**src/rtl/vga_timing_gen.sv**
```systemverilog
`timescale 1ns/1ps
// ============================================================================
// vga_timing_gen
// ----------------------------------------------------------------------------
// Free-running raster timing generator (640x480@60 Hz by default) that feeds
// pixel coordinates to the page renderers and forms the VGA output stage.
//
// Pipeline:
//   counters (h_cnt, v_cnt)
//     -> coordinate stage (1 register): screen_x/screen_y/pix_req/frame_start
//     -> renderer (external, PIPE_LAT clocks) returns pix_data_i
//   raw sync/active bits
//     -> (1+PIPE_LAT)-deep delay line -> output register: hsync/vsync/de/rgb
//
// Ports:
//   vga_clk      in   pixel clock
//   sys_rst      in   asynchronous, active-high reset
//   pix_data_i   in   RGB565 from renderer, PIPE_LAT clocks after coordinates
//   screen_x     out  active column (0 when pix_req=0)
//   screen_y     out  active row    (0 when pix_req=0)
//   pix_req      out  coordinates address a visible pixel
//   frame_start  out  one-clock pulse for counter position (0,0)
//   frame_cnt    out  completed-frame count, wraps silently
//   hsync/vsync  out  display-aligned syncs, active level SYNC_ACT
//   de           out  display-aligned data enable
//   rgb          out  registered pixel, zero outside the active window
// ============================================================================
module vga_timing_gen #(
    parameter int   H_SYNC   = 96,
    parameter int   H_BACK   = 48,
    parameter int   H_VALID  = 640,
    parameter int   H_FRONT  = 16,
    parameter int   V_SYNC   = 2,
    parameter int   V_BACK   = 33,
    parameter int   V_VALID  = 480,
    parameter int   V_FRONT  = 10,
    parameter int   PIPE_LAT = 1,      // renderer latency, legal 0..7
    parameter logic SYNC_ACT = 1'b0    // active level of hsync/vsync
) (
    input  logic        vga_clk,
    input  logic        sys_rst,
    input  logic [15:0] pix_data_i,
    output logic [9:0]  screen_x,
    output logic [9:0]  screen_y,
    output logic        pix_req,
    output logic        frame_start,
    output logic [7:0]  frame_cnt,
    output logic        hsync,
    output logic        vsync,
    output logic        de,
    output logic [15:0] rgb
);

    // ------------------------------------------------------------------------
    // Derived geometry. Counter widths leave room for the value H_TOTAL so the
    // active-window upper bound is representable even with a zero front porch.
    // ------------------------------------------------------------------------
    localparam int H_TOTAL = H_SYNC + H_BACK + H_VALID + H_FRONT;
    localparam int V_TOTAL = V_SYNC + V_BACK + V_VALID + V_FRONT;
    localparam int HW      = $clog2(H_TOTAL + 1);
    localparam int VW      = $clog2(V_TOTAL + 1);

    localparam logic [HW-1:0] H_ONE      = HW'(1);
    localparam logic [HW-1:0] H_LAST     = HW'(H_TOTAL - 1);
    localparam logic [HW-1:0] H_SYNC_END = HW'(H_SYNC);
    localparam logic [HW-1:0] H_ACT_LO   = HW'(H_SYNC + H_BACK);
    localparam logic [HW-1:0] H_ACT_HI   = HW'(H_SYNC + H_BACK + H_VALID);

    localparam logic [VW-1:0] V_ONE      = VW'(1);
    localparam logic [VW-1:0] V_LAST     = VW'(V_TOTAL - 1);
    localparam logic [VW-1:0] V_SYNC_END = VW'(V_SYNC);
    localparam logic [VW-1:0] V_ACT_LO   = VW'(V_SYNC + V_BACK);
    localparam logic [VW-1:0] V_ACT_HI   = VW'(V_SYNC + V_BACK + V_VALID);

    // Bit positions inside one delay-line stage.
    localparam int B_HS  = 0;
    localparam int B_VS  = 1;
    localparam int B_ACT = 2;

    // ------------------------------------------------------------------------
    // Raster counters
    // ------------------------------------------------------------------------
    logic [HW-1:0] h_cnt_reg, h_cnt_next;
    logic [VW-1:0] v_cnt_reg, v_cnt_next;
    logic [7:0]    frame_cnt_reg, frame_cnt_next;
    logic          line_end;
    logic          frame_end;

    always_comb begin
        line_end       = (h_cnt_reg == H_LAST);
        frame_end      = line_end && (v_cnt_reg == V_LAST);
        h_cnt_next     = line_end ? '0 : h_cnt_reg + H_ONE;
        v_cnt_next     = v_cnt_reg;
        frame_cnt_next = frame_cnt_reg;
        if (line_end) begin
            v_cnt_next = frame_end ? '0 : v_cnt_reg + V_ONE;
        end
        if (frame_end) begin
            frame_cnt_next = frame_cnt_reg + 8'd1;
        end
    end

    always_ff @(posedge vga_clk or posedge sys_rst) begin
        if (sys_rst) begin
            h_cnt_reg     <= '0;
            v_cnt_reg     <= '0;
            frame_cnt_reg <= '0;
        end else begin
            h_cnt_reg     <= h_cnt_next;
            v_cnt_reg     <= v_cnt_next;
            frame_cnt_reg <= frame_cnt_next;
        end
    end

    // ------------------------------------------------------------------------
    // Raw region decode (internally active-high regardless of SYNC_ACT)
    // ------------------------------------------------------------------------
    logic raw_hs;
    logic raw_vs;
    logic h_act;
    logic v_act;
    logic raw_act;

    always_comb begin
        raw_hs  = (h_cnt_reg < H_SYNC_END);
        raw_vs  = (v_cnt_reg < V_SYNC_END);
        h_act   = (h_cnt_reg >= H_ACT_LO) && (h_cnt_reg < H_ACT_HI);
        v_act   = (v_cnt_reg >= V_ACT_LO) && (v_cnt_reg < V_ACT_HI);
        raw_act = h_act && v_act;
    end

    // ------------------------------------------------------------------------
    // Coordinate stage: one register after the counters
    // ------------------------------------------------------------------------
    logic [9:0] screen_x_reg, screen_x_next;
    logic [9:0] screen_y_reg, screen_y_next;
    logic       pix_req_reg;
    logic       frame_start_reg, frame_start_next;

    always_comb begin
        screen_x_next    = '0;
        screen_y_next    = '0;
        frame_start_next = (h_cnt_reg == '0) && (v_cnt_reg == '0);
        if (raw_act) begin
            screen_x_next = 10'(h_cnt_reg - H_ACT_LO);
            screen_y_next = 10'(v_cnt_reg - V_ACT_LO);
        end
    end

    always_ff @(posedge vga_clk or posedge sys_rst) begin
        if (sys_rst) begin
            screen_x_reg    <= '0;
            screen_y_reg    <= '0;
            pix_req_reg     <= 1'b0;
            frame_start_reg <= 1'b0;
        end else begin
            screen_x_reg    <= screen_x_next;
            screen_y_reg    <= screen_y_next;
            pix_req_reg     <= raw_act;
            frame_start_reg <= frame_start_next;
        end
    end

    // ------------------------------------------------------------------------
    // Sync/active delay line, 1+PIPE_LAT stages. Stage 0 lines up with the
    // coordinate stage; the last stage lines up with pix_data_i, so it is the
    // qualifier for sampling the renderer output.
    // ------------------------------------------------------------------------
    logic [2:0] raw_bits;
    logic [2:0] dly_out;

    assign raw_bits = {raw_act, raw_vs, raw_hs};

    genvar gi;
    generate
        for (gi = 0; gi <= PIPE_LAT; gi++) begin : g_dly
            logic [2:0] stage_in;
            logic [2:0] stage_reg;

            if (gi == 0) begin : g_head
                assign stage_in = raw_bits;
            end else begin : g_tail
                assign stage_in = g_dly[gi-1].stage_reg;
            end

            always_ff @(posedge vga_clk or posedge sys_rst) begin
                if (sys_rst) begin
                    stage_reg <= '0;
                end else begin
                    stage_reg <= stage_in;
                end
            end
        end
    endgenerate

    assign dly_out = g_dly[PIPE_LAT].stage_reg;

    // ------------------------------------------------------------------------
    // Display stage. pix_data_i is only looked at inside the delayed active
    // window, so anything the renderer drives during blanking (including X)
    // never reaches the connector.
    // ------------------------------------------------------------------------
    logic        hsync_reg, hsync_next;
    logic        vsync_reg, vsync_next;
    logic        de_reg;
    logic [15:0] rgb_reg, rgb_next;

    always_comb begin
        hsync_next = dly_out[B_HS] ? SYNC_ACT : ~SYNC_ACT;
        vsync_next = dly_out[B_VS] ? SYNC_ACT : ~SYNC_ACT;
        rgb_next   = 16'h0000;
        if (dly_out[B_ACT]) begin
            rgb_next = pix_data_i;
        end
    end

    always_ff @(posedge vga_clk or posedge sys_rst) begin
        if (sys_rst) begin
            hsync_reg <= ~SYNC_ACT;
            vsync_reg <= ~SYNC_ACT;
            de_reg    <= 1'b0;
            rgb_reg   <= 16'h0000;
        end else begin
            hsync_reg <= hsync_next;
            vsync_reg <= vsync_next;
            de_reg    <= dly_out[B_ACT];
            rgb_reg   <= rgb_next;
        end
    end

    // ------------------------------------------------------------------------
    // Output wiring
    // ------------------------------------------------------------------------
    assign screen_x    = screen_x_reg;
    assign screen_y    = screen_y_reg;
    assign pix_req     = pix_req_reg;
    assign frame_start = frame_start_reg;
    assign frame_cnt   = frame_cnt_reg;
    assign hsync       = hsync_reg;
    assign vsync       = vsync_reg;
    assign de          = de_reg;
    assign rgb         = rgb_reg;

endmodule

```
**config.mk**
```make
export PLATFORM = sky130hd
export DESIGN_NAME = vga_timing_gen
export DESIGN_NICKNAME = d
export VERILOG_FILES = /design/src/rtl/vga_timing_gen.sv
export SDC_FILE = /design/constraint.sdc
export NUM_CORES = 1
export LEC_CHECK = 0
export BUFFER_PORTS_ARGS = -buffer_cell sky130_fd_sc_hd__buf_4
export CORE_ASPECT_RATIO = 0.6
export CORE_MARGIN = 4
export CORE_UTILIZATION = 35
export DETAILED_ROUTE_END_ITERATION = 8
export PLACE_DENSITY = 0.56
export SYNTH_ARGS = -nofsm -noshare
export SYNTH_HDL_FRONTEND = slang
export SYNTH_SLANG_ARGS = --single-unit
```
**constraint.sdc**
```tcl
create_clock -name vga_clk -period 5.2 [get_ports vga_clk]
set_input_delay 0.78 -clock vga_clk [delete_from_list [all_inputs] [get_ports vga_clk]]
set_output_delay 0.78 -clock vga_clk [all_outputs]
set_load 0.01 [all_outputs]
```
# After elaboration in Yosys (flattened, before gate mapping)
# Index checks and enable logic that the tools add are counted.
# word_totals
input_bits,18
output_inout_bits,49
ff_bits,75
word_cells,40
# op_classes
n_lt_le_gt_ge,6
n_reduce_logical,7
addsub,5
muxes,7
eq_ne,2
# op_table
op,count
$mux W10,4
$add A10 B1 Y10 const B,2
$eq A10 B10 Y1 const B,2
$logic_not A10 Y1,2
$lt A10 B10 Y1 const B,2
$mux W16,1
$ge A10 B6 Y1 const B,1
$ge A10 B8 Y1 const B,1
$lt A10 B2 Y1 const B,1
$lt A10 B7 Y1 const B,1
$sub A10 B6 Y10 const B,1
$sub A10 B8 Y10 const B,1
$add A8 B1 Y8 const B,1
$logic_and A1 B1 Y1,5
$mux W1,2

# Logic depth before layout (Yosys ltp)
# depth
word_depth,4
ltp_mapped,8
mapped_depth_nobuf,6

# Worst setup path after synthesis
# OpenSTA, ideal clock, no wires.
# synth_path
path_type,flip-flop to flip-flop
from,register h_cnt_reg[0]
to,register screen_x_reg[6] (netlist: screen_x[6])
t_arrival_ns,1.817
setup_ns,0.096
setup_slack_ns,3.287
stages_incl_launch_ff,8
path_cell_list,dfrtp_1 -> inv_1 -> ha_1 -> or3b_1 -> or3_1 -> a31o_1 -> buf_6 -> nor4_2
# synth_between
elab_chain_len,4
word_cells_on_any_way,6
classes_between,add/sub (1); order compare (2); mux (1); reduce/logical (2)
# synth_lines
element,line,rtl
from (decl),83,"logic [HW-1:0] h_cnt_reg, h_cnt_next;"
from (signal assigned),109,h_cnt_reg <= h_cnt_next;
$ge A10 B8 Y1 / $lt A10 B10 Y1 (equally long branches),127,h_act = (h_cnt_reg >= H_ACT_LO) && (h_cnt_reg < H_ACT_HI);
$logic_and A1 B1 Y1,127,
$logic_and A1 B1 Y1,129,raw_act = h_act && v_act;
$mux W10 *,144,if (raw_act) begin
named net screen_x_next[6],135,"logic [9:0] screen_x_reg, screen_x_next;"
to (signal assigned),157,screen_x_reg <= screen_x_next;
to (decl),135,
# The timed path passes the listed nets; every way through them passes the cells marked *.
# A chain may end at the register's enable or synchronous reset.

# Worst setup path after layout
# layout_path
from,register h_cnt_reg[0]
to,register screen_x_reg[1] (netlist: screen_x[1])
# The elaborated chain is that of the path after synthesis.

==> out/metrics.cfg <==
[outcome]
status = finished, final reports clean

[critical_path]
r2r-start = h_cnt_reg[0]$_DFF_PP0_
cp_top_family = simple AND/OR/NAND/NOR gates
critPathMaxStageDelay_ns = 0.57
critical-path-slowest-cell = nor4_1
endpoint_kind = flop
crit_required_ns = 5.36
cp.arrival_ns = 2.77
crit_type = reg -> reg
r2r_end = screen_x[1]$_DFF_PP0_
crit_chain = inv_1 > ha_1 > or3b_1 > or3_1 > a31o_1 > nor4_1
cp-startpoint = h_cnt_reg[0]$_DFF_PP0_
crit_fanout = 21
critPathBufInv = 1
worstSetupStartpointType = flop
rr_worst_depth = 6
worst-path-stages = 6
timing.reg2reg.setup_slack_ns = 2.59

[cts]
ctsResizeCount = 0
cts_root_buf = clkbuf_16
cts_tree = built
cts_setup_buffers = 0
cts_buffers = 9
htree_levels = 3
holdBufCountCts = 0
insertion_delay_ns = 0.33
clock_sinks = 74
cts_buffer_depth = 2
clkSlewWorstSetupHoldPaths_ns = 0.05

[routing]
drc = 0
num_vias = 2336
via_per_inst = 4.836
drtIter0Drc = 116
ant_nets = 0
routedWlPerCell_um = 15.48
drt-total-wl_um = 7477
firstDrtPassIters = 4

[timing]
setup_ws_ns = 2.595
fin_crit_ns = 2.605
fin_skew_ns = 0.006237
hold_viol_final = 0
relSlewSlack_pct = 28.28
drv_slew = 0
rsz0062_at_grt = false
fin_crit_sh_pct = 50.10
worst_pin_slew_ns = 1.076
hold_ws_ns = 0.3471
setup_tns_ns = 0
finalSetupViolations = 0
fmax_ghz = 0.3838

[yosys]
yosysSeqAreaShare_pct = 55.44
ys_seq_elements = 74
syn_inst = 289
syn_area_per_cell_um2 = 11.57
synth_most_common_cell = dfrtp_1
ys.warnings.count = 0
synth_area_leaders = dfrtp_1 (54%), xnor2_1 (4.2%), and2_1 (3.4%)
synth_commonest_cells = dfrtp_1 (72), nand2_1 (19), and2_1 (18), xnor2_1 (16), nor4_1 (14)
synthArstFlopShare_pct = 100.0
synth_edf_count = 0
synth_top_area_share_pct = 53.87
syn-num-nets = 316
synth_area_um2 = 3344
ys.flop_type = dfrtp_1
synth_cell_types = 43
yosys.area.top_type = dfrtp_1

[floorplan]
die_area_um2 = 11240
core-area_um2 = 9256
io_pins = 67
row_count = 27
die_y_um = 83.72
start_util_pct = 36.13
die_w_um = 134.2

[min_path]
holdPathStages = 1
hold_end = hsync$_DFF_PP1_
hp-start = dly_out[0]$_DFF_PP0_
hold_path.class = reg -> reg

[placed_design]
place_ws_ns = 2.690
hpwl_um = 5300
numPortBuffers = 66
dp.cells = 467
gp_congestion = 0.8018

[global_route]
grt_pass1_vias = 2331
grt_pass1_wl_um = 12560
grt_usage_pct = 14.32
grt_max_degree = 49
antenna_found_initial = 0
grt-ovfl-total = 0

[final_layout]
largest_register_ffs = 16
diodes = 0
fin_cells = 483
area_growth_syn_to_layout_pct = 25.55
layout.nets = 375
drive_gt1_share_pct = 29.46

[power_and_ir_drop]
cellLeakagePower_uw = 0.002050
ir_drop_mv = 0.1743
p_per_area_nw_per_um2 = 289.2

[job]
maxCapViolations = 0

-- cells by family after synthesis --
group           share of synthesized area (%)
compound gates                          4.976
xor+xnor                                7.332
fa+ha+maj                               3.367
buf+inv                                 5.200
flops                                   55.44
mux                                    0.9353
simple gates                            22.75
-- layout make-up --
type                       instances  area [um2]
clock buffer                      13       260.3
fill                             916        5057
tap                              130       162.7
sequential                        74        1854
timing repair buffer              68       510.5
clock inverter                     3       40.04
multi-input combinational        182        1323
inverter                          13       48.80
-- how the worst max path moves through the flow --
stage,endpoint,slack [ns]
2_1_floorplan,de$_DFF_PP0_,2.54
3_3_place_gp,screen_x[1]$_DFF_PP0_,2.70
3_5_place_dp,screen_x[1]$_DFF_PP0_,2.69
4_1_cts,screen_x[1]$_DFF_PP0_,2.65
5_1_grt,screen_x[1]$_DFF_PP0_,2.52
6_report,screen_x[1]$_DFF_PP0_,2.59
-- per-layer routing --
layer / vias to the layer above / track usage, % / part of all wire [%]
met4: 0 / 4.436 / 1.2
met5: - / 0 / 0
li1: 1129 / - / -
met2: 52 / 18.19 / 40
met3: 10 / 5.241 / 5.6
met1: 1145 / 22.07 / 53
-- power breakdown --
group / internal, uW / switching, uW
Sequential: 576 / 0
Combinational: 8.40 / 12.1
Clock: 396 / 222
-- cell usage in the layout, fill, tap and decap left out, types with 2 or more instances in the layout --
cell type,instances
dfstp_2,2
nand2_1,19
xnor2_1,16
ha_1,9
nand4_1,5
a21oi_1,6
nor3_1,9
nor4_1,14
clkbuf_1,2
nor4_2,9
and2_1,18
mux2i_1,2
nor4_4,3
o21ai_0,8
clkinv_2,2
dfrtp_1,72
buf_4,68
nor2_1,11
nand3_1,10
nor3b_1,2
or3_1,3
inv_1,12
a31oi_1,2
and3_1,6
clkbuf_8,2
xor2_1,12
clkbuf_16,9
-- per-stage QoR --
step	cell area [um2]	total power, uW	utilization [%]
6_report	4199	1214	45.36
2_1_floorplan	3344	594.8	-
5_1_grt	4199	1269	45.36
3_5_place_dp	3899	608.2	42.12
3_3_place_gp	3899	607.9	42.12
4_1_cts	4199	1237	45.36
(Power assumes the default switching activity.)
